==> src/rtl/data_mem_access_unit_pkg.sv <==
// Shared memory-op encodings, FSM state type and beat helpers for the data memory access unit.
package data_mem_access_unit_pkg;

  typedef enum logic [2:0] {
    OP_NONE   = 3'b000,
    OP_WORD   = 3'b001,
    OP_BYTE   = 3'b010,
    OP_HALF   = 3'b011,
    OP_BYTE_U = 3'b100,
    OP_HALF_U = 3'b101
  } mem_op_e;

  typedef enum logic [1:0] {
    ST_IDLE,
    ST_ACCESS,
    ST_DONE
  } state_e;

  // Number of byte beats; 0 marks an op that is undecoded for the given direction.
  function automatic logic [2:0] beat_count(input logic [2:0] op, input logic is_write);
    logic [2:0] n;
    case (op)
      OP_WORD:   n = 3'd4;
      OP_BYTE:   n = 3'd1;
      OP_HALF:   n = 3'd2;
      OP_BYTE_U: n = is_write ? 3'd0 : 3'd1;
      OP_HALF_U: n = is_write ? 3'd0 : 3'd2;
      default:   n = 3'd0;
    endcase
    return n;
  endfunction

  function automatic logic is_misaligned(input logic [2:0] op, input logic [1:0] addr_lo);
    return ((op == OP_WORD) && (addr_lo != 2'b00)) ||
           (((op == OP_HALF) || (op == OP_HALF_U)) && addr_lo[0]);
  endfunction

endpackage

==> src/rtl/data_mem_access_unit_if.sv <==
// Pipeline-side and byte-wide memory-side signals of the data memory access unit.
interface data_mem_access_unit_if #(
  parameter int unsigned ADDR_W = 16
);
  logic              mem_read;
  logic              mem_write;
  logic [2:0]        mem_op;
  logic [ADDR_W-1:0] addr;
  logic [31:0]       wdata;
  logic              stall;
  logic [31:0]       rdata;
  logic              done;
  logic              err;
  logic              mem_req;
  logic              mem_we;
  logic [ADDR_W-1:0] mem_addr;
  logic [7:0]        mem_wdata;
  logic              mem_ready;
  logic [7:0]        mem_rdata;

  modport slave (
    input  mem_read, mem_write, mem_op, addr, wdata, mem_ready, mem_rdata,
    output stall, rdata, done, err, mem_req, mem_we, mem_addr, mem_wdata
  );

  modport master (
    output mem_read, mem_write, mem_op, addr, wdata, mem_ready, mem_rdata,
    input  stall, rdata, done, err, mem_req, mem_we, mem_addr, mem_wdata
  );
endinterface

==> src/rtl/data_mem_access_unit_mem_load_extend.sv <==
// Turns the assembled little-endian load word into the sign/zero-extended register value.
module mem_load_extend
  import data_mem_access_unit_pkg::*;
(
  input  logic [31:0] word_i,
  input  mem_op_e     op_i,
  output logic [31:0] rdata_c_o
);

  always_comb begin
    case (op_i)
      OP_WORD:   rdata_c_o = word_i;
      OP_BYTE:   rdata_c_o = {{24{word_i[7]}}, word_i[7:0]};
      OP_HALF:   rdata_c_o = {{16{word_i[15]}}, word_i[15:0]};
      OP_BYTE_U: rdata_c_o = {24'h0, word_i[7:0]};
      OP_HALF_U: rdata_c_o = {16'h0, word_i[15:0]};
      default:   rdata_c_o = 32'h0;
    endcase
  end

endmodule

==> src/rtl/data_mem_access_unit.sv <==
// MEM-stage load/store engine over a byte-wide memory port, stalling the pipeline per access.
// Optional build macro DMEM_MISALIGN_TRAP_EN: misaligned half/word accesses abort with err.
module data_mem_access_unit
  import data_mem_access_unit_pkg::*;
#(
  parameter int unsigned ADDR_W   = 16,
  parameter int unsigned MAX_WAIT = 255
) (
  input  logic                   clk,
  input  logic                   rst,
  data_mem_access_unit_if.slave  bus
);

  localparam int unsigned WAIT_W = (MAX_WAIT < 2) ? 1 : $clog2(MAX_WAIT + 1);

  state_e            state_q, state_d;
  mem_op_e           op_q, op_d;
  logic              write_q, write_d;
  logic [2:0]        beats_q, beats_d;
  logic [2:0]        beat_q, beat_d;
  logic [WAIT_W-1:0] wait_q, wait_d;
  logic [ADDR_W-1:0] addr_q, addr_d;
  logic [31:0]       wdata_q, wdata_d;
  logic [31:0]       asm_q, asm_d;
  logic [31:0]       rdata_q, rdata_d;
  logic              done_q, done_d;
  logic              err_q, err_d;
  logic              req_q, req_d;
  logic              we_q, we_d;

  logic              start_c;
  logic              accept_c;
  logic              misalign_c;
  logic [2:0]        n_c;
  logic [WAIT_W-1:0] wait_inc_c;
  logic [31:0]       asm_next_c;
  logic [31:0]       ext_c;

  assign start_c    = (state_q == ST_IDLE) && (bus.mem_read || bus.mem_write);
  assign accept_c   = req_q && bus.mem_ready;
  assign n_c        = beat_count(bus.mem_op, bus.mem_write);
  assign wait_inc_c = wait_q + WAIT_W'(1);
`ifdef DMEM_MISALIGN_TRAP_EN
  assign misalign_c = is_misaligned(bus.mem_op, bus.addr[1:0]);
`else
  assign misalign_c = 1'b0;
`endif

  // Byte assembly including the byte arriving this cycle, so the final value is ready at DONE.
  always_comb begin
    asm_next_c = asm_q;
    if (accept_c) asm_next_c[{beat_q[1:0], 3'b000} +: 8] = bus.mem_rdata;
  end

  mem_load_extend u_extend (
    .word_i    (asm_next_c),
    .op_i      (op_q),
    .rdata_c_o (ext_c)
  );

  always_comb begin
    state_d = state_q;
    op_d    = op_q;
    write_d = write_q;
    beats_d = beats_q;
    beat_d  = beat_q;
    wait_d  = wait_q;
    addr_d  = addr_q;
    wdata_d = wdata_q;
    asm_d   = asm_next_c;
    rdata_d = 32'h0;
    done_d  = 1'b0;
    err_d   = 1'b0;
    req_d   = req_q;
    we_d    = we_q;

    case (state_q)
      ST_IDLE: begin
        if (start_c) begin
          op_d    = mem_op_e'(bus.mem_op);
          write_d = bus.mem_write;
          beats_d = n_c;
          beat_d  = 3'd0;
          wait_d  = '0;
          addr_d  = bus.addr;
          wdata_d = bus.wdata;
          asm_d   = 32'h0;
          if ((n_c == 3'd0) || misalign_c) begin
            state_d = ST_DONE;
            done_d  = 1'b1;
            err_d   = (n_c != 3'd0);
          end else begin
            state_d = ST_ACCESS;
            req_d   = 1'b1;
            we_d    = bus.mem_write;
          end
        end
      end
      ST_ACCESS: begin
        if (accept_c) begin
          wait_d = '0;
          if (beat_q == beats_q - 3'd1) begin
            state_d = ST_DONE;
            done_d  = 1'b1;
            req_d   = 1'b0;
            we_d    = 1'b0;
            rdata_d = write_q ? 32'h0 : ext_c;
          end else begin
            beat_d  = beat_q + 3'd1;
            addr_d  = addr_q + ADDR_W'(1);
            wdata_d = {8'h0, wdata_q[31:8]};
          end
        end else if ((MAX_WAIT != 0) && (wait_inc_c == WAIT_W'(MAX_WAIT))) begin
          state_d = ST_DONE;
          done_d  = 1'b1;
          err_d   = 1'b1;
          req_d   = 1'b0;
          we_d    = 1'b0;
        end else begin
          wait_d = wait_inc_c;
        end
      end
      ST_DONE: state_d = ST_IDLE;
      default: state_d = ST_IDLE;
    endcase
  end

  always_ff @(posedge clk or posedge rst) begin
    if (rst) begin
      state_q <= ST_IDLE;
      op_q    <= OP_NONE;
      write_q <= 1'b0;
      beats_q <= 3'd0;
      beat_q  <= 3'd0;
      wait_q  <= '0;
      addr_q  <= '0;
      wdata_q <= 32'h0;
      asm_q   <= 32'h0;
      rdata_q <= 32'h0;
      done_q  <= 1'b0;
      err_q   <= 1'b0;
      req_q   <= 1'b0;
      we_q    <= 1'b0;
    end else begin
      state_q <= state_d;
      op_q    <= op_d;
      write_q <= write_d;
      beats_q <= beats_d;
      beat_q  <= beat_d;
      wait_q  <= wait_d;
      addr_q  <= addr_d;
      wdata_q <= wdata_d;
      asm_q   <= asm_d;
      rdata_q <= rdata_d;
      done_q  <= done_d;
      err_q   <= err_d;
      req_q   <= req_d;
      we_q    <= we_d;
    end
  end

  // stall must rise in the request cycle itself, hence the combinational start term.
  assign bus.stall     = start_c || (state_q == ST_ACCESS);
  assign bus.rdata     = rdata_q;
  assign bus.done      = done_q;
  assign bus.err       = err_q;
  assign bus.mem_req   = req_q;
  assign bus.mem_we    = we_q;
  assign bus.mem_addr  = addr_q;
  assign bus.mem_wdata = wdata_q[7:0];

endmodule
==> src/flat_wrapper.sv <==
// flat-port wrapper written by rule: the top's interface ports become plain ports
module data_mem_access_unit_flat import data_mem_access_unit_pkg::*;
#(
  parameter int unsigned ADDR_W   = 16,
  parameter int unsigned MAX_WAIT = 255
)
  (clk, rst, bus_mem_read, bus_mem_write, bus_mem_op, bus_addr, bus_wdata, bus_mem_ready, bus_mem_rdata, bus_stall, bus_rdata, bus_done, bus_err, bus_mem_req, bus_mem_we, bus_mem_addr, bus_mem_wdata);
  data_mem_access_unit_if #(.ADDR_W(ADDR_W)) bus_i ();
  input  logic clk;
  input  logic rst;
  input wire logic [$bits(bus_i.mem_read)-1:0] bus_mem_read;
  input wire logic [$bits(bus_i.mem_write)-1:0] bus_mem_write;
  input wire logic [$bits(bus_i.mem_op)-1:0] bus_mem_op;
  input wire logic [$bits(bus_i.addr)-1:0] bus_addr;
  input wire logic [$bits(bus_i.wdata)-1:0] bus_wdata;
  input wire logic [$bits(bus_i.mem_ready)-1:0] bus_mem_ready;
  input wire logic [$bits(bus_i.mem_rdata)-1:0] bus_mem_rdata;
  output wire logic [$bits(bus_i.stall)-1:0] bus_stall;
  output wire logic [$bits(bus_i.rdata)-1:0] bus_rdata;
  output wire logic [$bits(bus_i.done)-1:0] bus_done;
  output wire logic [$bits(bus_i.err)-1:0] bus_err;
  output wire logic [$bits(bus_i.mem_req)-1:0] bus_mem_req;
  output wire logic [$bits(bus_i.mem_we)-1:0] bus_mem_we;
  output wire logic [$bits(bus_i.mem_addr)-1:0] bus_mem_addr;
  output wire logic [$bits(bus_i.mem_wdata)-1:0] bus_mem_wdata;
  assign bus_i.mem_read = bus_mem_read;
  assign bus_i.mem_write = bus_mem_write;
  assign bus_i.mem_op = bus_mem_op;
  assign bus_i.addr = bus_addr;
  assign bus_i.wdata = bus_wdata;
  assign bus_i.mem_ready = bus_mem_ready;
  assign bus_i.mem_rdata = bus_mem_rdata;
  assign bus_stall = bus_i.stall;
  assign bus_rdata = bus_i.rdata;
  assign bus_done = bus_i.done;
  assign bus_err = bus_i.err;
  assign bus_mem_req = bus_i.mem_req;
  assign bus_mem_we = bus_i.mem_we;
  assign bus_mem_addr = bus_i.mem_addr;
  assign bus_mem_wdata = bus_i.mem_wdata;
  data_mem_access_unit #(.ADDR_W(ADDR_W), .MAX_WAIT(MAX_WAIT)) u_core (.clk(clk), .rst(rst), .bus(bus_i));
endmodule
==> config.mk <==
export PLATFORM = sky130hd
export DESIGN_NAME = data_mem_access_unit_flat
export DESIGN_NICKNAME = d
export VERILOG_FILES = /design/src/rtl/data_mem_access_unit_pkg.sv /design/src/rtl/data_mem_access_unit_if.sv /design/src/rtl/data_mem_access_unit_mem_load_extend.sv /design/src/rtl/data_mem_access_unit.sv /design/src/flat_wrapper.sv
export SDC_FILE = /design/constraint.sdc
export NUM_CORES = 1
export LEC_CHECK = 0
export ABC_AREA = 1
export CAP_MARGIN = 10
export CORE_ASPECT_RATIO = 0.5
export CORE_UTILIZATION = 48
export DETAILED_ROUTE_END_ITERATION = 10
export PLACE_DENSITY = 0.85
export SLEW_MARGIN = 0
export SYNTH_ARGS = -nofsm -noshare
export SYNTH_HDL_FRONTEND = slang
export SYNTH_SLANG_ARGS = --single-unit
==> constraint.sdc <==
create_clock -name clk -period 5.1 [get_ports clk]
set_input_delay 1.275 -clock clk [delete_from_list [all_inputs] [get_ports clk]]
set_output_delay 1.275 -clock clk [all_outputs]
set_load 0.03 [all_outputs]
==> reports/results.txt, run 1 <==
status = finished clean
DRC Markers = 0
distinct cell type count after synthesis = 38
Wirelength per Cell = 13.9 um
slowest CP cell = clkdlybuf4s50_1
largest fanout on the critical path = 10
Levels on crit path = 5
setup violators final = 0
Die ar. = 14,500 sq um
final core utilization = 0.631
CTS Buf Count = 17
Final Slew Violations = 0
Mapped Cells = 833
cell with the most instances after synthesis = nand2_1
R2R setup slack = 2.31 ns
Synth top area share = 0.506
wl on met1 = 6990 um
Setup Buffers After CTS = 0
Synth Register Bits = 136
clock tree buffer depth = 2
Synth async-reset ratio = 1.00
sequential area share after synthesis = 0.506
maximum vdd drop = 0.000279 V
global-route wire length before repair = 26,300 um
worst-margin pin slew = 0.963 ns
setup TNS = 0 ns
DR vias = 5,947
Synth area leader = dfrtp_1
drt via density = 5.20
Clock Latency Late Sink = 0.41 ns
crit-path cells = clkdlybuf4s50_1 > or2_1 > nor2_4 > nor2_2 > clkdlybuf4s50_1
final wirelength = 15,900 um
clk_skew = 0.0119 ns
dpl hpwl = 10,600 um
syn nets = 906
Max-slew headroom = 0.358
hold_buf cts = 0
# resized after CTS = 0
Sinks on Clock Net = 136
Synth Flop Type = dfrtp_1
R2R Path End = u_core.bus.rdata[22]$_DFF_PP0_
Filler Cell Count = 1,131
hold crit path type = reg -> reg
Largest delay share family, worst path = buffers and inverters
commonest cells in the netlist = nand2_1, dfrtp_1, nor2_1, inv_1, o21ai_0
core area = 13,600 sq um
fmax = 0.231 GHz
crit end category = primary output
Area Growth Syn to Fin = 27.8%
power per standard cell area = 553 nW/um^2
Startpoint Class = primary input
Period minus WS final = 4.33 ns
Crit Path Category = in -> out
RSZ-0062 raised after global routing = false
Syn. warnings = 0
Iter 0 DRT Violations = 522
GRT Overall Usage = 0.228
worst hold slack = 0.483 ns
die height = 85.7 um
fraction of layout cells with a size suffix above 1 = 0.0630
Max-cap violations = 0
Critical Path AT = 3.05 ns
hold endpoint = u_core.beats_q[1]$_DFFE_PP0P_
Post-synth EDFFs = 0
CTS root buf = clkbuf_16
Max Used Layer = met4
Pleak = 4.06 nW
CTS tree = built
worst path required time = 3.83 ns
met2 routed WL = 7880 um
grt ovf = 0
WP buf/inv = 2
H-tree depth = 4
final net count = 1,013
clock transition at the registers of the reported paths = 0.06 ns
dpl ws = 0.779 ns
chip width = 169 um
Starting Density = 0.494
RR Startpoint = u_core.beat_q[0]$_DFFE_PP0P_
Initial DRT Pass Iterations = 5
ANT nets after route = 0
critical path's largest stage delay = 0.75 ns
hold path cells = 2
initial antenna violation count = 0
# IOs = 125
Most Frequent Cell on Critical Path = clkdlybuf4s50_1
FP Rows = 30
largest net degree at the start of global routing = 78
worst hold start = u_core.beats_q[1]$_DFFE_PP0P_
Mapped Area = 6730 sq um
WL met3 = 885 um
crit share post-route = 0.848
Area contributors post-synth = dfrtp_1, nand2_1, nor2_1
worst reg-to-reg path cell count = 10
Fin. Hold Viols = 0
Diodes inserted = 0
syn avg cell area = 8.08 sq um
input/output buffers = 124
RePlAce Congestion = 0.871
vias in the first global route = 5,694
setup ws final = 0.773 ns
state kept, by name, summed over array words and instances (netlist names):
signal,cells
u_core.write_q,1
u_core.asm_q,32
u_core.wdata_q,32
u_core.wait_q,8
u_core.bus.err,1
u_core.beat_q,3
u_core.bus.mem_req,1
u_core.bus.mem_addr,16
u_core.op_q,3
u_core.beats_q,3
u_core.bus.mem_we,1
u_core.bus.done,1
u_core.state_q,2
u_core.bus.rdata,32
how the worst max path moves through the flow:
stage,start,end,slack [ns]
6_report,bus_mem_write,bus_stall,0.77
5_1_grt,bus_mem_write,bus_stall,0.71
4_1_cts,bus_mem_write,bus_stall,0.77
3_5_place_dp,bus_mem_write,bus_stall,0.78
3_3_place_gp,bus_mem_write,bus_stall,0.81
2_1_floorplan,rst,u_core.asm_q[0]$_DFF_PP0_,0.19
logic make-up after synthesis:
logic type / Yosys count / share of synthesized area
flip-flops: 136 / 0.506
AO/OA/AOI/OAI: 147 / 0.136
buffers and inverters: 137 / 0.0917
XOR/XNOR: 4 / 0.00521
AND/OR/NAND/NOR: 400 / 0.245
adder cells (fa/ha/maj): 9 / 0.0167
per-layer routing:
layer  vias up  track usage
met5         -            0
met4         0       0.0672
met3        16       0.0406
met2       197        0.401
met1      2853        0.292
li1       2881            -
cells in the final DEF, fill, tap and decap left out, types with 2 or more instances in the layout:
cell type / instances
inv_8: 2
ha_1: 9
o21ai_0: 49
clkdlybuf4s50_1: 124
clkinv_4: 4
a31oi_1: 26
a21oi_1: 21
o211ai_1: 6
nand2_2: 3
o31ai_1: 15
nand4_1: 5
a21boi_0: 8
inv_6: 4
clkbuf_16: 17
nor2_2: 4
bufinv_16: 2
o21a_1: 2
nor2_4: 3
inv_1: 91
xor2_1: 2
dfrtp_1: 136
inv_2: 5
nand3_1: 32
o21ai_1: 3
nor3_1: 6
nor2_1: 101
inv_4: 2
o22ai_1: 3
xnor2_1: 2
nand3_2: 2
a22o_1: 8
buf_4: 2
nand2_1: 238
o21bai_1: 2
a22oi_2: 4
stage by stage:
stage / power (W) / cell area, sq um / instances
after detailed placement: 0.00352 / 8000 / 1113
after floorplan: 0.00304 / 6730 / 833
after CTS: 0.00478 / 8600 / 1144
final: 0.00476 / 8600 / 1144
after global placement: 0.00343 / 8000 / 1113
after global routing: 0.00507 / 8600 / 1144
worst register-to-register path, delay by kind of cell, from the launching register on:
family | cells | cell delay, ns
buffers and inverters | 3 | 0.47
DFF | 1 | 0.83
adders and majority gates | 1 | 0.41
AOI/OAI and AO/OA | 1 | 0.39
and+or+nand+nor | 5 | 0.64
report_power, final:
group	total, W	switching (W)	internal [W]
Clock	0.00124	0.000495	0.000747
Sequential	0.00163	0.000256	0.00137
Combinational	0.00189	0.00124	0.000658
Total	0.00476	0.00199	0.00277
area by class of cell:
cell class / instances / area, sq um / area share
well taps: 192 / 240 / 0.0279
clock buffers: 18 / 439 / 0.0511
repair buffers: 127 / 1280 / 0.148
inverters: 98 / 373 / 0.0434
clock inverters: 13 / 160 / 0.0186
multi-input cells: 560 / 2710 / 0.315
flip-flops and latches: 136 / 3400 / 0.396
(Power assumes the default switching activity.)
==> inputs of run 2 (changes only) <==
- PLACE_DENSITY: 0.85 -> 0.82
- clock period: 5.1 -> 4 ns (I/O delays scaled with it)
==> run 2 against run 1 <==
Effect of this change:
- sequential share of layout area decreased by 0.075 points
- clock-buffer cell count decreased by 1
- total power increased by 27%
- clock power increased by 26%
- via count decreased by 1.5%
- design area increased by 0.19%
- combinational power increased by 27%
- first-iteration DRC count decreased by 16%
- final cell count increased by 0.26%
- sequential cell count unchanged
==> reports/results.txt, run 2 (synthesized netlist as in run 1, its figures left out) <==
status = finished clean (unchanged)
drt via density = 5.11 (was 5.20)
P_int = 0.00347 W (was 0.00277 W)
CTS tree = built (unchanged)
Iter 0 DRT Violations = 436 (was 522)
input/output buffers = 124 (unchanged)
hold_buf cts = 0 (unchanged)
setup TNS = 0 ns (unchanged)
Critical Path AT = 2.79 ns (was 3.05 ns)
crit end category = primary output (unchanged)
grt ovf = 0 (unchanged)
Clock Latency Late Sink = 0.42 ns (was 0.41 ns)
GRT Overall Usage = 0.226 (was 0.228)
vias in the first global route = 5,622 (was 5,694)
Crit Path Category = in -> out (unchanged)
Area Growth Syn to Fin = 28.1% (was 27.8%)
Setup Buffers After CTS = 0 (unchanged)
dpl hpwl = 10,700 um (was 10,600 um)
clock tree buffer depth = 2 (unchanged)
Pleak = 4.06 nW (about the same)
core area = 13,600 sq um (unchanged)
setup violators final = 0 (unchanged)
clk_skew = 0.0139 ns (was 0.0119 ns)
ANT nets after route = 0 (unchanged)
largest fanout on the critical path = 10 (unchanged)
Starting Density = 0.494 (unchanged)
H-tree depth = 4 (unchanged)
Fin. Hold Viols = 0 (unchanged)
Initial DRT Pass Iterations = 5 (unchanged)
clock transition at the registers of the reported paths = 0.06 ns (about the same)
RSZ-0062 raised after global routing = false (unchanged)
DRC Markers = 0 (unchanged)
Placed Cells = 1,115 (was 1,113)
fraction of layout cells with a size suffix above 1 = 0.0660 (was 0.0630)
hold crit path type = reg -> reg (unchanged)
final net count = 1,015 (was 1,013)
fmax = 0.264 GHz
chip width = 169 um (unchanged)
most frequent cells in the layout = nand2_1, dfrtp_1, clkdlybuf4s50_1 (unchanged)
worst path required time = 3.00 ns (was 3.83 ns)
CTS Buf Count = 17 (unchanged)
die height = 85.7 um (unchanged)
most common cell after layout, fill and taps aside = nand2_1 (unchanged)
global-route wire length before repair = 26,200 um (was 26,300 um)
maximum vdd drop = 0.000327 V (was 0.000279 V)
Net Sw Frac = 0.424 (was 0.417)
power per standard cell area = 700 nW/um^2 (was 553 nW/um^2)
Final Slew Violations = 0 (unchanged)
worst-margin pin slew = 0.811 ns (was 0.963 ns)
Max-cap violations = 0 (unchanged)
Clk pwr share = 0.259 (was 0.261)
CTS root buf = clkbuf_16 (unchanged)
Sinks on Clock Net = 136 (unchanged)
initial antenna violation count = 0 (unchanged)
Startpoint Class = primary input (unchanged)
area post-placement = 8030 sq um (was 8000 sq um)
Die ar. = 14,500 sq um (unchanged)
final instance area = 8620 sq um (was 8600 sq um)
Filler Cell Count = 1,122 (was 1,131)
FP Rows = 30 (unchanged)
Diodes inserted = 0 (unchanged)
# IOs = 125 (unchanged)
combinational group share of total power = 0.399 (was 0.398)
largest net degree at the start of global routing = 75 (was 78)
P_sw = 0.00256 W (was 0.00199 W)
# resized after CTS = 0 (unchanged)
Max-slew headroom = 0.458 (was 0.358)
Wirelength per Cell = 13.7 um (was 13.9 um)
overall power = 0.00603 W (was 0.00476 W)
DR vias = 5,857 (was 5,947)
Seq pwr share = 0.343 (was 0.341)
RePlAce Congestion = 0.877 (was 0.871)
crit share post-route = 0.947
post-route insts no fill = 1,147 (was 1,144)
Period minus WS final = 3.79 ns
final wirelength = 15,800 um (was 15,900 um)
-- run 2: routing by layer --
layer,GRT usage,part of all wire,vias to the layer above
met3,0.0383,0.050,17
met1,0.301,0.46,2782
met2,0.374,0.47,176
met4,0.0893,0.011,0
met5,0,0,-
li1,-,-,2882
-- run 2: path summary, 6_finish.rpt --
| path | from | to | slack (ns) | cells past startpoint |
|---|---|---|---|---|
| min reg2reg | u_core.bus.mem_we$_DFFE_PP0P_ | u_core.bus.mem_we$_DFFE_PP0P_ | 0.48 | 2 |
| max reg2reg | u_core.beat_q[0]$_DFFE_PP0P_ | u_core.bus.rdata[22]$_DFF_PP0_ | 1.32 | 10 |
| min in group asynchronous | rst | u_core.bus.rdata[17]$_DFF_PP0_ | 0.97 | 2 |
| max in group asynchronous | rst | u_core.wdata_q[9]$_DFFE_PP0P_ | 2.25 | 3 |
| max | bus_mem_write | bus_stall | 0.21 | 5 |
| min | u_core.bus.mem_we$_DFFE_PP0P_ | u_core.bus.mem_we$_DFFE_PP0P_ | 0.48 | 2 |
-- run 2: critical path: stages --
cell	delay, ns
clkdlybuf4s50_1	0.50
or2_1	0.16
nor2_4	0.05
nor2_2	0.32
clkdlybuf4s50_1	0.75
-- run 2: power by group through the flow --
stage	Sequential, W	Clock [W]	Combinational (W)
after floorplan	0.00217	0	0.00171
after global placement	0.00207	0	0.00233
after detailed placement	0.00208	0	0.00240
after CTS	0.00206	0.00158	0.00241
after global routing	0.00211	0.00165	0.00268
final	0.00207	0.00156	0.00240
-- run 2: final cells by class --
type | instances | area (sq um) | share of cell area
clock buffers | 17 | 425 | 0.0494
well taps | 192 | 240 | 0.0279
repair buffers | 129 | 1300 | 0.151
multi-input cells | 560 | 2710 | 0.314
inverters | 98 | 374 | 0.0434
clock inverters | 15 | 161 | 0.0187
flip-flops and latches | 136 | 3400 | 0.395
-- run 2: metrics by stage --
step / util / hold WS, ns / setup slack, ns
floorplan: - / 0.447 / 1.31
global placement: 0.589 / 0.462 / 0.246
detailed placement: 0.589 / 0.474 / 0.212
CTS: 0.632 / 0.490 / 0.205
global route: 0.632 / 0.510 / 0.116
finish: 0.632 / 0.481 / 0.211
==> inputs of run 3 (changes only) <==
- clock period: 4 -> 4.1 ns (I/O delays scaled with it)
==> run 3 against run 2 <==
Effect of this change:
- clock power shrank 4%
- first-iteration DRC count rose by 11%
- highest routed layer unchanged
- design area decreased by 0.29%
- largest power group unchanged
- clock skew is 0.0025 ns higher
- wire length is 0.45% lower
- critical path depth unchanged
- total power is 3.0% lower
==> reports/results.txt, run 3 (synthesized netlist as in run 1, its figures left out) <==
final net count = 1,015 (unchanged)
Startpoint Class = primary input (unchanged)
Clock Latency Late Sink = 0.42 ns (about the same)
clock transition at the registers of the reported paths = 0.06 ns (about the same)
CTS tree = built (unchanged)
Period minus WS final = 3.85 ns
Net Sw Frac = 0.420 (was 0.424)
critical path's largest stage delay = 0.76 ns (was 0.75 ns)
worst-margin pin slew = 0.799 ns (was 0.811 ns)
slowest CP cell = clkdlybuf4s50_1 (unchanged)
Clk pwr share = 0.255 (was 0.259)
power per standard cell area = 681 nW/um^2 (was 700 nW/um^2)
input/output buffers = 124 (unchanged)
global-route wire length before repair = 26,200 um (about the same)
Area Growth Syn to Fin = 27.7% (was 28.1%)
ANT nets after route = 0 (unchanged)
dpl hpwl = 10,800 um (was 10,700 um)
vias in the first global route = 5,609 (was 5,622)
largest net degree at the start of global routing = 103 (was 75)
CTS Buf Count = 17 (unchanged)
H-tree depth = 4 (unchanged)
Final Slew Violations = 0 (unchanged)
DRC Markers = 0 (unchanged)
maximum vdd drop = 0.000355 V (was 0.000327 V)
clk_skew = 0.0164 ns (was 0.0139 ns)
die height = 85.7 um (unchanged)
largest fanout on the critical path = 10 (unchanged)
FP Rows = 30 (unchanged)
P_int = 0.00339 W (was 0.00347 W)
clock tree buffer depth = 2 (unchanged)
Largest delay share family, worst path = buffers and inverters (unchanged)
fmax = 0.260 GHz
P_sw = 0.00246 W (was 0.00256 W)
hold crit path type = reg -> reg (unchanged)
CTS root buf = clkbuf_16 (unchanged)
# IOs = 125 (unchanged)
WP buf/inv = 2 (unchanged)
Diodes inserted = 0 (unchanged)
Pleak = 4.04 nW (was 4.06 nW)
RSZ-0062 raised after global routing = false (unchanged)
combinational group share of total power = 0.400 (was 0.399)
Die ar. = 14,500 sq um (unchanged)
Starting Density = 0.494 (unchanged)
Critical Path AT = 2.83 ns (was 2.79 ns)
core area = 13,600 sq um (unchanged)
Max-slew headroom = 0.467 (was 0.458)
hold_buf cts = 0 (unchanged)
Fin. Hold Viols = 0 (unchanged)
most common cell after layout, fill and taps aside = nand2_1 (unchanged)
Max-cap violations = 0 (unchanged)
status = finished clean (unchanged)
grt ovf = 0 (unchanged)
crit share post-route = 0.940
most frequent cells in the layout = nand2_1, dfrtp_1, clkdlybuf4s50_1 (unchanged)
RePlAce Congestion = 0.857 (was 0.877)
drt via density = 5.13 (was 5.11)
Setup Buffers After CTS = 0 (unchanged)
final wirelength = 15,700 um (was 15,800 um)
crit end category = primary output (unchanged)
Wirelength per Cell = 13.7 um (about the same)
setup violators final = 0 (unchanged)
fraction of layout cells with a size suffix above 1 = 0.0649 (was 0.0660)
Sinks on Clock Net = 136 (unchanged)
worst path required time = 3.07 ns (was 3.00 ns)
setup TNS = 0 ns (unchanged)
# resized after CTS = 0 (unchanged)
Most Frequent Cell on Critical Path = clkdlybuf4s50_1 (unchanged)
worst hold slack = 0.471 ns (was 0.481 ns)
Filler Cell Count = 1,134 (was 1,122)
Crit Path Category = in -> out (unchanged)
chip width = 169 um (unchanged)
Initial DRT Pass Iterations = 5 (unchanged)
DR vias = 5,883 (was 5,857)
GRT Overall Usage = 0.227 (was 0.226)
overall power = 0.00585 W (was 0.00603 W)
Seq pwr share = 0.345 (was 0.343)
crit-path cells = clkdlybuf4s50_1 > or2_1 > nor2_4 > nor2_2 > clkdlybuf4s50_1 (unchanged)
initial antenna violation count = 0 (unchanged)
Iter 0 DRT Violations = 485 (was 436)
## run 3: cell count changes in the layout (fill, tap and decap cells not counted), sizes merged
cell      delta
clkinv       -4
clkbuf       +2
inv          -1
clkinvlp     +3
## run 3: power by group through the flow
stage	registers [W]	clock network [W]	logic, W
after floorplan	0.00212	0	0.00166
after global routing	0.00207	0.00158	0.00260
final	0.00202	0.00149	0.00234
after detailed placement	0.00203	0	0.00234
after CTS	0.00201	0.00151	0.00236
after global placement	0.00202	0	0.00227
## run 3: final cells by class
| cell class | instances | area (sq um) | area share |
|---|---|---|---|
| tap | 192 | 240 | 0.0280 |
| clock inverter | 13 | 131 | 0.0153 |
| multi-input combinational | 560 | 2710 | 0.315 |
| inverter | 98 | 374 | 0.0435 |
| clock buffer | 19 | 443 | 0.0516 |
| sequential | 136 | 3400 | 0.396 |
| timing repair buffer | 129 | 1290 | 0.150 |
## run 3: worst paths after layout
path,from,slack [ns],cells past startpoint,endpoint
max in group asynchronous,rst,2.49,3,u_core.wdata_q[26]$_DFFE_PP0P_
min reg2reg,u_core.bus.mem_we$_DFFE_PP0P_,0.47,2,u_core.bus.mem_we$_DFFE_PP0P_
max reg2reg,u_core.beat_q[0]$_DFFE_PP0P_,1.34,11,u_core.bus.rdata[21]$_DFF_PP0_
min,u_core.bus.mem_we$_DFFE_PP0P_,0.47,2,u_core.bus.mem_we$_DFFE_PP0P_
min in group asynchronous,rst,1.08,3,u_core.bus.rdata[30]$_DFF_PP0_
max,bus_mem_write,0.25,5,bus_stall
## run 3: worst register-to-register path, cell delays in order (launching register included)
cell,delay [ns]
dfrtp_1,0.82
inv_1,0.24
ha_1,0.28
inv_1,0.12
nand2_1,0.20
inv_1,0.13
nand2_1,0.22
o31ai_1,0.41
nand2_1,0.09
nand2_1,0.08
nand2_1,0.05
inv_1,0.07
## run 3: layer usage
metal,share of wire,vias to the layer above,GRT usage
li1,-,2886,-
met1,0.46,2827,0.304
met2,0.48,153,0.379
met3,0.045,17,0.0438
met4,0.011,0,0.0647
met5,0,-,0
## run 3: metrics by stage
step	std cells	setup WS (ns)	utilization	cell area, sq um
4_1_cts	1147	0.266	0.631	8590
3_5_place_dp	1115	0.272	0.588	8020
5_1_grt	1147	0.190	0.631	8590
6_report	1147	0.247	0.631	8590
3_3_place_gp	1115	0.312	0.588	8020
2_1_floorplan	833	1.38	-	6730
